## src/rtl/ntt_agu_if.sv

```systemverilog
// Command/address bundle between an NTT controller and the address generation unit.
interface ntt_agu_if #(
   parameter int LOGN = 8
);
   localparam int SW = $clog2(LOGN);

   logic            start;
   logic            mode;
   logic            hold;
   logic            rd_en;
   logic [LOGN-1:0] rd_addr_a;
   logic [LOGN-1:0] rd_addr_b;
   logic            rd_bank;
   logic [LOGN-1:0] tw_addr;
   logic            bfu_en;
   logic            wr_en;
   logic [LOGN-1:0] wr_addr_a;
   logic [LOGN-1:0] wr_addr_b;
   logic            wr_bank;
   logic [SW-1:0]   stage;
   logic            busy;
   logic            done;

   modport master (
      output start, mode, hold,
      input  rd_en, rd_addr_a, rd_addr_b, rd_bank, tw_addr, bfu_en,
             wr_en, wr_addr_a, wr_addr_b, wr_bank, stage, busy, done
   );

   modport slave (
      input  start, mode, hold,
      output rd_en, rd_addr_a, rd_addr_b, rd_bank, tw_addr, bfu_en,
             wr_en, wr_addr_a, wr_addr_b, wr_bank, stage, busy, done
   );
endinterface

```

## src/rtl/ntt_agu.sv

```systemverilog
// In-place radix-2 NTT/INTT address generator: butterfly operand, twiddle and
// ping-pong write-back addressing with a BFU_LAT+1 deep write-back delay line.
module ntt_agu #(
   parameter int LOGN    = 8,
   parameter int BFU_LAT = 4
) (
   input logic      clk,
   input logic      reset,
   ntt_agu_if.slave bus
);
   localparam int SW = $clog2(LOGN);
   localparam int DL = BFU_LAT + 1;

   typedef enum logic [1:0] {IDLE, RUN, DRAIN, DONE} state_t;

   typedef struct packed {
      logic            vld;
      logic [LOGN-1:0] a;
      logic [LOGN-1:0] b;
      logic            bank;
   } wb_t;

   state_t          state;
   state_t          state_nx;
   logic            mode_l;
   logic [SW-1:0]   stage;
   logic [LOGN-2:0] bcnt;
   logic [4:0]      cnt;
   wb_t             line_p [DL];

   logic            issue;
   logic            last_b;
   logic            drain_end;
   logic            last_stage;
   logic [SW-1:0]   hs;
   logic [SW-1:0]   ts;
   logic [LOGN-1:0] bx;
   logic [LOGN-1:0] g;
   logic [LOGN-1:0] o;
   logic [LOGN-1:0] a;
   logic [LOGN-1:0] b_addr;
   logic [LOGN-1:0] tw;

   assign issue      = reset && (state == RUN) && !bus.hold;
   assign last_b     = (bcnt == '1);
   assign drain_end  = (cnt == 5'(BFU_LAT));
   assign last_stage = (stage == SW'(LOGN-1));

   always_comb begin
      state_nx = state;
      case (state)
         IDLE:    if (bus.start) state_nx = RUN;
         RUN:     if (issue && last_b) state_nx = DRAIN;
         DRAIN:   if (drain_end) state_nx = last_stage ? DONE : RUN;
         DONE:    state_nx = IDLE;
         default: state_nx = IDLE;
      endcase
   end

   // hs = log2(half); group g and offset o split b, operand a re-inserts a zero at bit hs
   always_comb begin
      hs     = mode_l ? stage : SW'(LOGN-1) - stage;
      ts     = mode_l ? SW'(LOGN-1) - stage : stage;
      bx     = {1'b0, bcnt};
      g      = bx >> hs;
      o      = bx & ((LOGN'(1) << hs) - LOGN'(1));
      a      = ((g << hs) << 1) | o;
      b_addr = a | (LOGN'(1) << hs);
      tw     = (LOGN'(1) << ts) + g;
   end

   always_ff @(posedge clk) begin
      if (!reset) begin
         state  <= IDLE;
         mode_l <= 1'b0;
         stage  <= '0;
         bcnt   <= '0;
         cnt    <= '0;
         for (int i = 0; i < DL; i++) line_p[i] <= '0;
      end else begin
         state     <= state_nx;
         // hold bubbles enter the line as empty slots so write gaps mirror read gaps
         line_p[0] <= issue ? wb_t'{1'b1, a, b_addr, ~stage[0]} : '0;
         for (int i = 1; i < DL; i++) line_p[i] <= line_p[i-1];
         case (state)
            IDLE: begin
               if (bus.start) begin
                  mode_l <= bus.mode;
                  stage  <= '0;
                  bcnt   <= '0;
               end
            end
            RUN: begin
               cnt <= '0;
               if (issue) bcnt <= bcnt + (LOGN-1)'(1);
            end
            DRAIN: begin
               cnt <= cnt + 5'd1;
               if (drain_end && !last_stage) begin
                  stage <= stage + SW'(1);
                  bcnt  <= '0;
               end
            end
            default: ;
         endcase
      end
   end

   assign bus.rd_en     = issue;
   assign bus.rd_addr_a = issue ? a : '0;
   assign bus.rd_addr_b = issue ? b_addr : '0;
   assign bus.tw_addr   = issue ? tw : '0;
   assign bus.rd_bank   = reset & stage[0];
   assign bus.bfu_en    = reset & line_p[0].vld;
   assign bus.wr_en     = reset & line_p[DL-1].vld;
   assign bus.wr_addr_a = reset ? line_p[DL-1].a : '0;
   assign bus.wr_addr_b = reset ? line_p[DL-1].b : '0;
   assign bus.wr_bank   = reset & line_p[DL-1].bank;
   assign bus.stage     = reset ? stage : '0;
   assign bus.busy      = reset && (state != IDLE);
   assign bus.done      = reset && (state == DONE);
endmodule

```

## src/flat_wrapper.sv

```systemverilog
// flat-port wrapper written by rule: the top's interface ports become plain ports
module ntt_agu_flat 
#(
   parameter int LOGN    = 8,
   parameter int BFU_LAT = 4
)
  (clk, reset, bus_start, bus_mode, bus_hold, bus_rd_en, bus_rd_addr_a, bus_rd_addr_b, bus_rd_bank, bus_tw_addr, bus_bfu_en, bus_wr_en, bus_wr_addr_a, bus_wr_addr_b, bus_wr_bank, bus_stage, bus_busy, bus_done);
  ntt_agu_if #(.LOGN(LOGN)) bus_i ();
  input logic clk;
  input logic reset;
  input wire logic [$bits(bus_i.start)-1:0] bus_start;
  input wire logic [$bits(bus_i.mode)-1:0] bus_mode;
  input wire logic [$bits(bus_i.hold)-1:0] bus_hold;
  output wire logic [$bits(bus_i.rd_en)-1:0] bus_rd_en;
  output wire logic [$bits(bus_i.rd_addr_a)-1:0] bus_rd_addr_a;
  output wire logic [$bits(bus_i.rd_addr_b)-1:0] bus_rd_addr_b;
  output wire logic [$bits(bus_i.rd_bank)-1:0] bus_rd_bank;
  output wire logic [$bits(bus_i.tw_addr)-1:0] bus_tw_addr;
  output wire logic [$bits(bus_i.bfu_en)-1:0] bus_bfu_en;
  output wire logic [$bits(bus_i.wr_en)-1:0] bus_wr_en;
  output wire logic [$bits(bus_i.wr_addr_a)-1:0] bus_wr_addr_a;
  output wire logic [$bits(bus_i.wr_addr_b)-1:0] bus_wr_addr_b;
  output wire logic [$bits(bus_i.wr_bank)-1:0] bus_wr_bank;
  output wire logic [$bits(bus_i.stage)-1:0] bus_stage;
  output wire logic [$bits(bus_i.busy)-1:0] bus_busy;
  output wire logic [$bits(bus_i.done)-1:0] bus_done;
  assign bus_i.start = bus_start;
  assign bus_i.mode = bus_mode;
  assign bus_i.hold = bus_hold;
  assign bus_rd_en = bus_i.rd_en;
  assign bus_rd_addr_a = bus_i.rd_addr_a;
  assign bus_rd_addr_b = bus_i.rd_addr_b;
  assign bus_rd_bank = bus_i.rd_bank;
  assign bus_tw_addr = bus_i.tw_addr;
  assign bus_bfu_en = bus_i.bfu_en;
  assign bus_wr_en = bus_i.wr_en;
  assign bus_wr_addr_a = bus_i.wr_addr_a;
  assign bus_wr_addr_b = bus_i.wr_addr_b;
  assign bus_wr_bank = bus_i.wr_bank;
  assign bus_stage = bus_i.stage;
  assign bus_busy = bus_i.busy;
  assign bus_done = bus_i.done;
  ntt_agu #(.LOGN(LOGN), .BFU_LAT(BFU_LAT)) u_core (.clk(clk), .reset(reset), .bus(bus_i));
endmodule
```

## config.mk

```make
export PLATFORM = sky130hd
export DESIGN_NAME = ntt_agu_flat
export DESIGN_NICKNAME = d
export VERILOG_FILES = /design/src/rtl/ntt_agu_if.sv /design/src/rtl/ntt_agu.sv /design/src/flat_wrapper.sv
export SDC_FILE = /design/constraint.sdc
export NUM_CORES = 1
export LEC_CHECK = 0
export ABC_AREA = 0
export ABC_CLOCK_PERIOD_IN_PS = 6400
export CORE_MARGIN = 1
export CORE_UTILIZATION = 35
export CTS_CLUSTER_DIAMETER = 200
export DETAILED_ROUTE_END_ITERATION = 7
export PLACE_DENSITY = 0.62
export SETUP_SLACK_MARGIN = 0.15
export SLEW_MARGIN = 20
export SYNTH_ARGS = -nofsm -noshare
export SYNTH_HDL_FRONTEND = slang
export SYNTH_SLANG_ARGS = --single-unit
```

## constraint.sdc

```tcl
create_clock -name clk -period 6.4 [get_ports clk]
set_input_delay 1.28 -clock clk [delete_from_list [all_inputs] [get_ports clk]]
set_output_delay 1.28 -clock clk [all_outputs]
set_load 0.03 [all_outputs]
```

==> flow_metrics.env, run 1 <==
export IMPL_maxUsedRoutingLayer="met4"
export IMPL_drt_pass1_iterations=5
export IMPL_post_cts_hold_buffer_count=0
export IMPL_die_area_sq_mm=0.01459
export IMPL_htreeDepth=3
export IMPL_setup_violations=0
export IMPL_detailed_place_hpwl_mm=8.277
export IMPL_first_pass_grt_wire_length_mm=18.42
export IMPL_drc_errors=0
export IMPL_cap_violations=0
export IMPL_critical_path_startpoint_type="register"
export IMPL_post_route_utilization_pct=42.47
export IMPL_finalNetCount=612
export IMPL_cts_root_buffer="sky130_fd_sc_hd__clkbuf_16"
export IMPL_synth_net_count=575
export IMPL_totalNegativeSetupSlack_ps=0
export IMPL_row_count=43
export IMPL_final_setup_skew_ps=8.651
export IMPL_pre_cts_setup_slack_ps=891.2
export IMPL_clock_latency_at_the_later_pin_of_the_worst_skew_pair_ps=340
export IMPL_floorplan_initialDensity_pct=35.71
export IMPL_worst_setup_path_type="reg2out"
export IMPL_tritoncts="done"
export IMPL_gr_total_overflow=0
export IMPL_power_net_switching_mw=0.4481
export IMPL_most_common_library_cell_in_the_layout_ignoring_fill_and_taps="sky130_fd_sc_hd__dfxtp_1"
export IMPL_cts_buffer_depth=2
export IMPL_synth_main_ff_cell="sky130_fd_sc_hd__dfxtp_1"
export IMPL_finalMaxSlewViolations=0
export IMPL_critPathCapture="bus_tw_addr[6]"
export IMPL_leakage_nw=2.212
export IMPL_drive_gt1_share_pct=7.071
export IMPL_port_buffers=54
export IMPL_timing_final_crit_share_pct=90.96
export IMPL_yosysTopAreaCell="sky130_fd_sc_hd__dfxtp_1"
export IMPL_rr_startpoint="u_core.mode_l"
export IMPL_critPathMaxFanout=26
export IMPL_synth_yosys_seq_area_share_pct=43.79
export IMPL_ant_nets=0
export IMPL_globalplace_congestion=0.8914
export IMPL_core_region_area_sq_mm=0.01383
export IMPL_timing_reg2reg_worst_path_depth=6
export IMPL_tightest_slew_ps=859.0
export IMPL_wl_per_cell_um=14.86
export IMPL_floorplan_die_width_um=120.8
export IMPL_wl_met3_um=648
export IMPL_rr_endpoint="u_core.line_p[0][8]"
export IMPL_vias_in_the_first_global_route=3577
export IMPL_power_share_sequential_pct=47.5
export IMPL_whs_ps=428.5
export IMPL_crit_path_end_kind="output pin"
export IMPL_synth_edf_count=0
export IMPL_clock_fmax_ghz=0.1718
export IMPL_layout_min_cycle_time_ps=5821
export IMPL_wl_met2_mm=4.984
export IMPL_synth_cell_area_sq_mm=0.004937
export IMPL_worst_endpoint_required_ps=5120
export IMPL_worst_r2r_setup_slack_ps=3570
export IMPL_yosys_top_cells_area="sky130_fd_sc_hd__dfxtp_1, sky130_fd_sc_hd__and2_1, sky130_fd_sc_hd__nor2_1"
export IMPL_yosys_register_bits=108
export IMPL_antenna_found_initial=0
export IMPL_synth_yosys_warnings=0
export IMPL_synth_top_cell_area_share_pct=43.79
export IMPL_peakVddDrop_v=0.0001670
export IMPL_final_hold_viol_count=0
export IMPL_synth_cells=552
export IMPL_final_setup_worst_slack_ps=578.8
export IMPL_relative_max_transition_margin_pct=42.65
export IMPL_clock_power_share_pct=34.8
export IMPL_gr_usage_all_layers_pct=16.33
export IMPL_clock_sinks=108
export IMPL_powerDensity_mw_per_mm2=259.4
export IMPL_top_level_ports=55
export IMPL_detailed_place_area_sq_mm=0.005575
export IMPL_combinationalPowerShare_pct=17.7
export IMPL_detail_route_wirelength_mm=11.50
export IMPL_dr_total_vias=3864
export IMPL_post_synth_cell_area_avg_sq_um=8.944
export IMPL_cts_buffers=9
export IMPL_stdcell_area_sq_mm=0.005872
export IMPL_proportion_of_total_power_due_to_net_switching_pct=29.42
export IMPL_detail_route_vias_per_cell=4.992
export IMPL_internal_power_mw=1.075
export IMPL_grt_start_max_net_pins=97
export IMPL_syn_to_final_growth_pct=18.93
export IMPL_drt_iter0_markers=321
export IMPL_synthArstFlopShare_pct=0
export IMPL_wirelength_met1_mm=5.482
export IMPL_setup_worst_path_start="u_core.mode_l"
export IMPL_vertical_extent_of_the_die_um=120.8
export IMPL_mostFrequentLayoutCells="sky130_fd_sc_hd__dfxtp_1, sky130_fd_sc_hd__and2_1, sky130_fd_sc_hd__nor2_1"
export IMPL_n_antenna_cell=0
export IMPL_outcome="completed"
export IMPL_grt_setup_unrepaired="no"
export IMPL_hold_path_depth=1
export IMPL_worst_hold_path_type="reg2reg"
export IMPL_path_clk_slew_ps=70
export IMPL_worst_ep_arrival_time_ps=4540
export IMPL_synthDistinctLibCells=63
-- how the worst min path moves through the flow --
stage | start | end | slack [ps]
finish | u_core.line_p[0][2] | u_core.line_p[0][20] | 430
global route | u_core.line_p[0][19] | u_core.line_p[0][37] | 450
CTS | u_core.line_p[0][2] | u_core.line_p[0][20] | 430
detailed placement | u_core.line_p[0][40] | u_core.line_p[0][58] | 420
global placement | u_core.line_p[0][71] | u_core.line_p[0][89] | 410
floorplan | u_core.line_p[0][0] | u_core.line_p[0][18] | 410
-- per-stage QoR --
step	std cells	total power [mW]
floorplan	552	0.9336
global placement	758	1.007
detailed placement	758	1.006
CTS	774	1.540
global route	774	1.603
finish	774	1.523
-- logic make-up after synthesis --
group	synth area share [%]
mux	3.066
compound gates	14.90
buf+inv	5.296
xor+xnor	2.129
simple gates	26.10
fa+ha+maj	4.714
flops	43.79
-- timing repair --
action	4_1_cts	5_1_grt
setup endpoints to repair	0	1
gates resized for setup	0	1
buffers inserted	0	0
-- synthesized netlist by cell type, drive strengths merged (7+ instances only) --
library cell  count
dfxtp           108
and2             99
nor2             64
a21oi            38
nand2            27
inv              26
clkbuf           17
ha               17
buf              16
o21ai            13
mux2i            11
nand2b            9
o22ai             8
nand3             7
nor3              7
xnor2             7
-- critical path, stage by stage, from the launching register on --
cell and delay [ps]:
sky130_fd_sc_hd__dfxtp_1 880, sky130_fd_sc_hd__inv_1 240, sky130_fd_sc_hd__mux2i_1 320, sky130_fd_sc_hd__o221ai_2 210, sky130_fd_sc_hd__o22ai_1 320, sky130_fd_sc_hd__ha_1 230, sky130_fd_sc_hd__inv_1 60, sky130_fd_sc_hd__fa_1 390
sky130_fd_sc_hd__nand2b_1 180, sky130_fd_sc_hd__nand2_1 70, sky130_fd_sc_hd__nand2_1 50, sky130_fd_sc_hd__a31oi_1 220, sky130_fd_sc_hd__mux2i_1 220, sky130_fd_sc_hd__a311o_1 140, sky130_fd_sc_hd__clkdlybuf4s50_1 670
-- power groups by stage --
stage	combinational (mW)	sequential (mW)	clock, mW
after floorplan	0.212	0.722	0
after global placement	0.269	0.738	0
after detailed placement	0.268	0.739	0
after CTS	0.270	0.723	0.547
after global routing	0.299	0.727	0.577
final	0.269	0.724	0.530
-- sequential cells by signal (all words and copies together), names as in the netlist --
signal         cells
u_core.mode_l      1
u_core.cnt         5
u_core.line_p     90
u_core.stage       3
u_core.state       2
u_core.bcnt        7
-- final cells by class --
class	count	area, sq um
Fill cell	1385	7955
Multi-Input combinational cell	384	2514
Sequential cell	108	2163
Timing Repair Buffer	59	573.1
Clock buffer	11	252.7
Tap cell	180	225.2
Inverter	27	101.3
Clock inverter	5	42.54
-- metal layers --
layer | GRT usage [%] | up-vias
met4 | 7.793 | 0
met1 | 21.65 | 1779
li1 | - | 1925
met3 | 4.198 | 33
met2 | 24.60 | 127
met5 | 0 | -
Note: power is estimated with default switching activity, not from simulation.
==> inputs of run 2 (changes only) <==
--- a/config.mk
+++ b/config.mk
@@ -7,11 +7,12 @@
 export LEC_CHECK = 0
 export ABC_AREA = 0
 export ABC_CLOCK_PERIOD_IN_PS = 6400
+export CORE_ASPECT_RATIO = 0.8
 export CORE_MARGIN = 1
-export CORE_UTILIZATION = 35
+export CORE_UTILIZATION = 50
 export CTS_CLUSTER_DIAMETER = 200
 export DETAILED_ROUTE_END_ITERATION = 7
-export PLACE_DENSITY = 0.62
+export PLACE_DENSITY = 0.8
 export SETUP_SLACK_MARGIN = 0.15
 export SLEW_MARGIN = 20
 export SYNTH_ARGS = -nofsm -noshare
==> flow_metrics.env, run 2 (synthesized netlist as in run 1, its figures left out) <==
export IMPL_p_total_mw=1.585
export IMPL_vertical_extent_of_the_die_um=90.88
export IMPL_cp_cell_sequence="nand2b_1 > mux2i_1 > a221oi_4 > o22ai_1 > ha_1 > inv_1 > fa_1 > nand2b_1 > nand2_1 > nand2_1 > a31oi_1 > mux2i_1 > a311o_1 > clkdlybuf4s50_1"
export IMPL_antenna_found_initial=0
export IMPL_wl_per_cell_um=14.83
export IMPL_post_route_utilization_pct=60.72
export IMPL_drc_errors=0
export IMPL_powerDensity_mw_per_mm2=271.7
export IMPL_whs_ps=429.1
export IMPL_top_level_ports=55
export IMPL_setup_violations=0
export IMPL_tightest_slew_ps=915.6
export IMPL_nFillCells=844
export IMPL_crit_buf_inv=2
export IMPL_drt_iter0_markers=341
export IMPL_n_antenna_cell=0
export IMPL_vias_in_the_first_global_route=3503
export IMPL_instances_no_fill=713
export IMPL_dr_total_vias=3816
export IMPL_hold_path_depth=1
export IMPL_peakVddDrop_v=0.0001273
export IMPL_tritoncts="done"
export IMPL_rr_endpoint="u_core.line_p[0][2]"
export IMPL_grt_start_max_net_pins=97
export IMPL_path_clk_slew_ps=70
export IMPL_htreeDepth=3
export IMPL_number_of_buffers_inserted_by_post_cts_setup_repair=0
export IMPL_worst_r2r_setup_slack_ps=3660
export IMPL_min_delay_worst_endpoint="u_core.line_p[0][39]"
export IMPL_outcome="completed"
export IMPL_drive_gt1_share_pct=7.071
export IMPL_clock_latency_at_the_later_pin_of_the_worst_skew_pair_ps=340
export IMPL_leakage_nw=2.237
export IMPL_placed_cells=697
export IMPL_timing_critical_path_slowest_stage_cell="sky130_fd_sc_hd__dfxtp_1"
export IMPL_largest_register_ffs=90
export IMPL_layout_min_cycle_time_ps=5858
export IMPL_final_hold_viol_count=0
export IMPL_gr_total_overflow=0
export IMPL_finalMaxSlewViolations=0
export IMPL_grt_setup_unrepaired="no"
export IMPL_clock_sinks=108
export IMPL_relative_max_transition_margin_pct=38.88
export IMPL_slowest_delay_ps=920
export IMPL_port_buffers=54
export IMPL_critical_path_top_delay_family="flip-flops"
export IMPL_worst_ep_arrival_time_ps=4580
export IMPL_cts_root_buffer="sky130_fd_sc_hd__clkbuf_16"
export IMPL_crit_path_end_kind="output pin"
export IMPL_cts_buffer_depth=2
export IMPL_cts_buffers=9
export IMPL_finalNetCount=612
export IMPL_detailed_place_hpwl_mm=7.434
export IMPL_timing_final_crit_share_pct=91.52
export IMPL_top_register="u_core.line_p"
export IMPL_detail_route_wirelength_mm=10.57
export IMPL_totalNegativeSetupSlack_ps=0
export IMPL_timing_reg2reg_worst_path_depth=6
export IMPL_first_pass_grt_wire_length_mm=17.37
export IMPL_ant_nets=0
export IMPL_syn_to_final_growth_pct=18.17
export IMPL_floorplan_die_width_um=113.1
export IMPL_worst_endpoint_required_ps=5120
export IMPL_worst_hold_path_type="reg2reg"
export IMPL_gr_usage_all_layers_pct=21.76
export IMPL_worst_setup_path_type="reg2out"
export IMPL_critPathMaxFanout=30
export IMPL_rr_startpoint="u_core.mode_l"
export IMPL_critical_path_startpoint_type="register"
export IMPL_globalplace_congestion=0.9013
export IMPL_most_common_library_cell_in_the_layout_ignoring_fill_and_taps="sky130_fd_sc_hd__dfxtp_1"
export IMPL_clock_fmax_ghz=0.1707
export IMPL_core_region_area_sq_mm=0.009609
export IMPL_detail_route_vias_per_cell=5.352
export IMPL_biggest_regs="u_core.line_p: 90 flops, u_core.bcnt: 7 flops, u_core.cnt: 5 flops"
export IMPL_mostFrequentLayoutCells="sky130_fd_sc_hd__dfxtp_1, sky130_fd_sc_hd__and2_1, sky130_fd_sc_hd__nor2_1"
export IMPL_die_area_sq_mm=0.01028
export IMPL_start_point_of_the_worst_min_delay_path="u_core.line_p[0][21]"
export IMPL_drt_pass1_iterations=5
export IMPL_cap_violations=0
export IMPL_floorplan_initialDensity_pct=51.38
export IMPL_final_setup_skew_ps=9.047
export IMPL_row_count=32
[run 2: cell count changes in the layout (fill, tap and decap cells not counted)]
cell	previous run	this run
sky130_fd_sc_hd__clkinv_8	0	1
sky130_fd_sc_hd__clkinv_2	0	1
sky130_fd_sc_hd__bufinv_16	0	2
sky130_fd_sc_hd__clkinvlp_4	3	1
sky130_fd_sc_hd__clkbuf_8	2	0
[run 2: worst max path at each step]
stage	cells past startpoint	end	slack, ps	startpoint
after floorplan	11	bus_tw_addr[5]	2130	u_core.stage[0]
after global placement	12	bus_tw_addr[7]	920	u_core.stage[0]
after detailed placement	12	bus_tw_addr[7]	870	u_core.stage[0]
after CTS	12	bus_tw_addr[7]	480	u_core.stage[0]
after global routing	12	bus_tw_addr[7]	280	u_core.stage[1]
final	14	bus_tw_addr[6]	540	u_core.mode_l
[run 2: area by class of cell]
type | count | area, sq um | share of cell area (%)
Tap cell | 119 | 148.9 | 2.552
Multi-Input combinational cell | 384 | 2514 | 43.08
Inverter | 27 | 101.3 | 1.737
Clock inverter | 7 | 108.9 | 1.866
Clock buffer | 9 | 225.2 | 3.860
Sequential cell | 108 | 2163 | 37.08
Timing Repair Buffer | 59 | 573.1 | 9.822
[run 2: worst reg2reg max path, cell delays in order (launching register included)]
cell and delay (ps):
sky130_fd_sc_hd__dfxtp_1 920, sky130_fd_sc_hd__inv_1 240, sky130_fd_sc_hd__mux2i_1 210, sky130_fd_sc_hd__o221ai_2 350
sky130_fd_sc_hd__o31ai_1 110, sky130_fd_sc_hd__a221oi_1 610, sky130_fd_sc_hd__a21oi_1 150
[run 2: metrics by stage]
stage / worst slack, ps / instance area, sq um
3_3_place_gp: 916.0 / 5499
3_5_place_dp: 868.5 / 5499
6_report: 542.4 / 5834
4_1_cts: 483.2 / 5833
2_1_floorplan: 2129 / 4937
5_1_grt: 280.6 / 5834
[run 2: layer usage]
layer	share of wire, %	track usage [%]
met1	47	28.54
met2	46	35.17
met3	4.7	4.966
met4	1.6	7.456
met5	0	0
[run 2: what timing repair did]
item,in CTS,in global routing
hold endpoints to repair,0,0
gates resized for setup,0,1
hold buffers,0,0
endpoints found under the setup margin,0,1
[run 2: power by group]
part	switching (mW)	internal [mW]
clock network	0.249	0.350
registers	0.0349	0.691
logic	0.165	0.0944
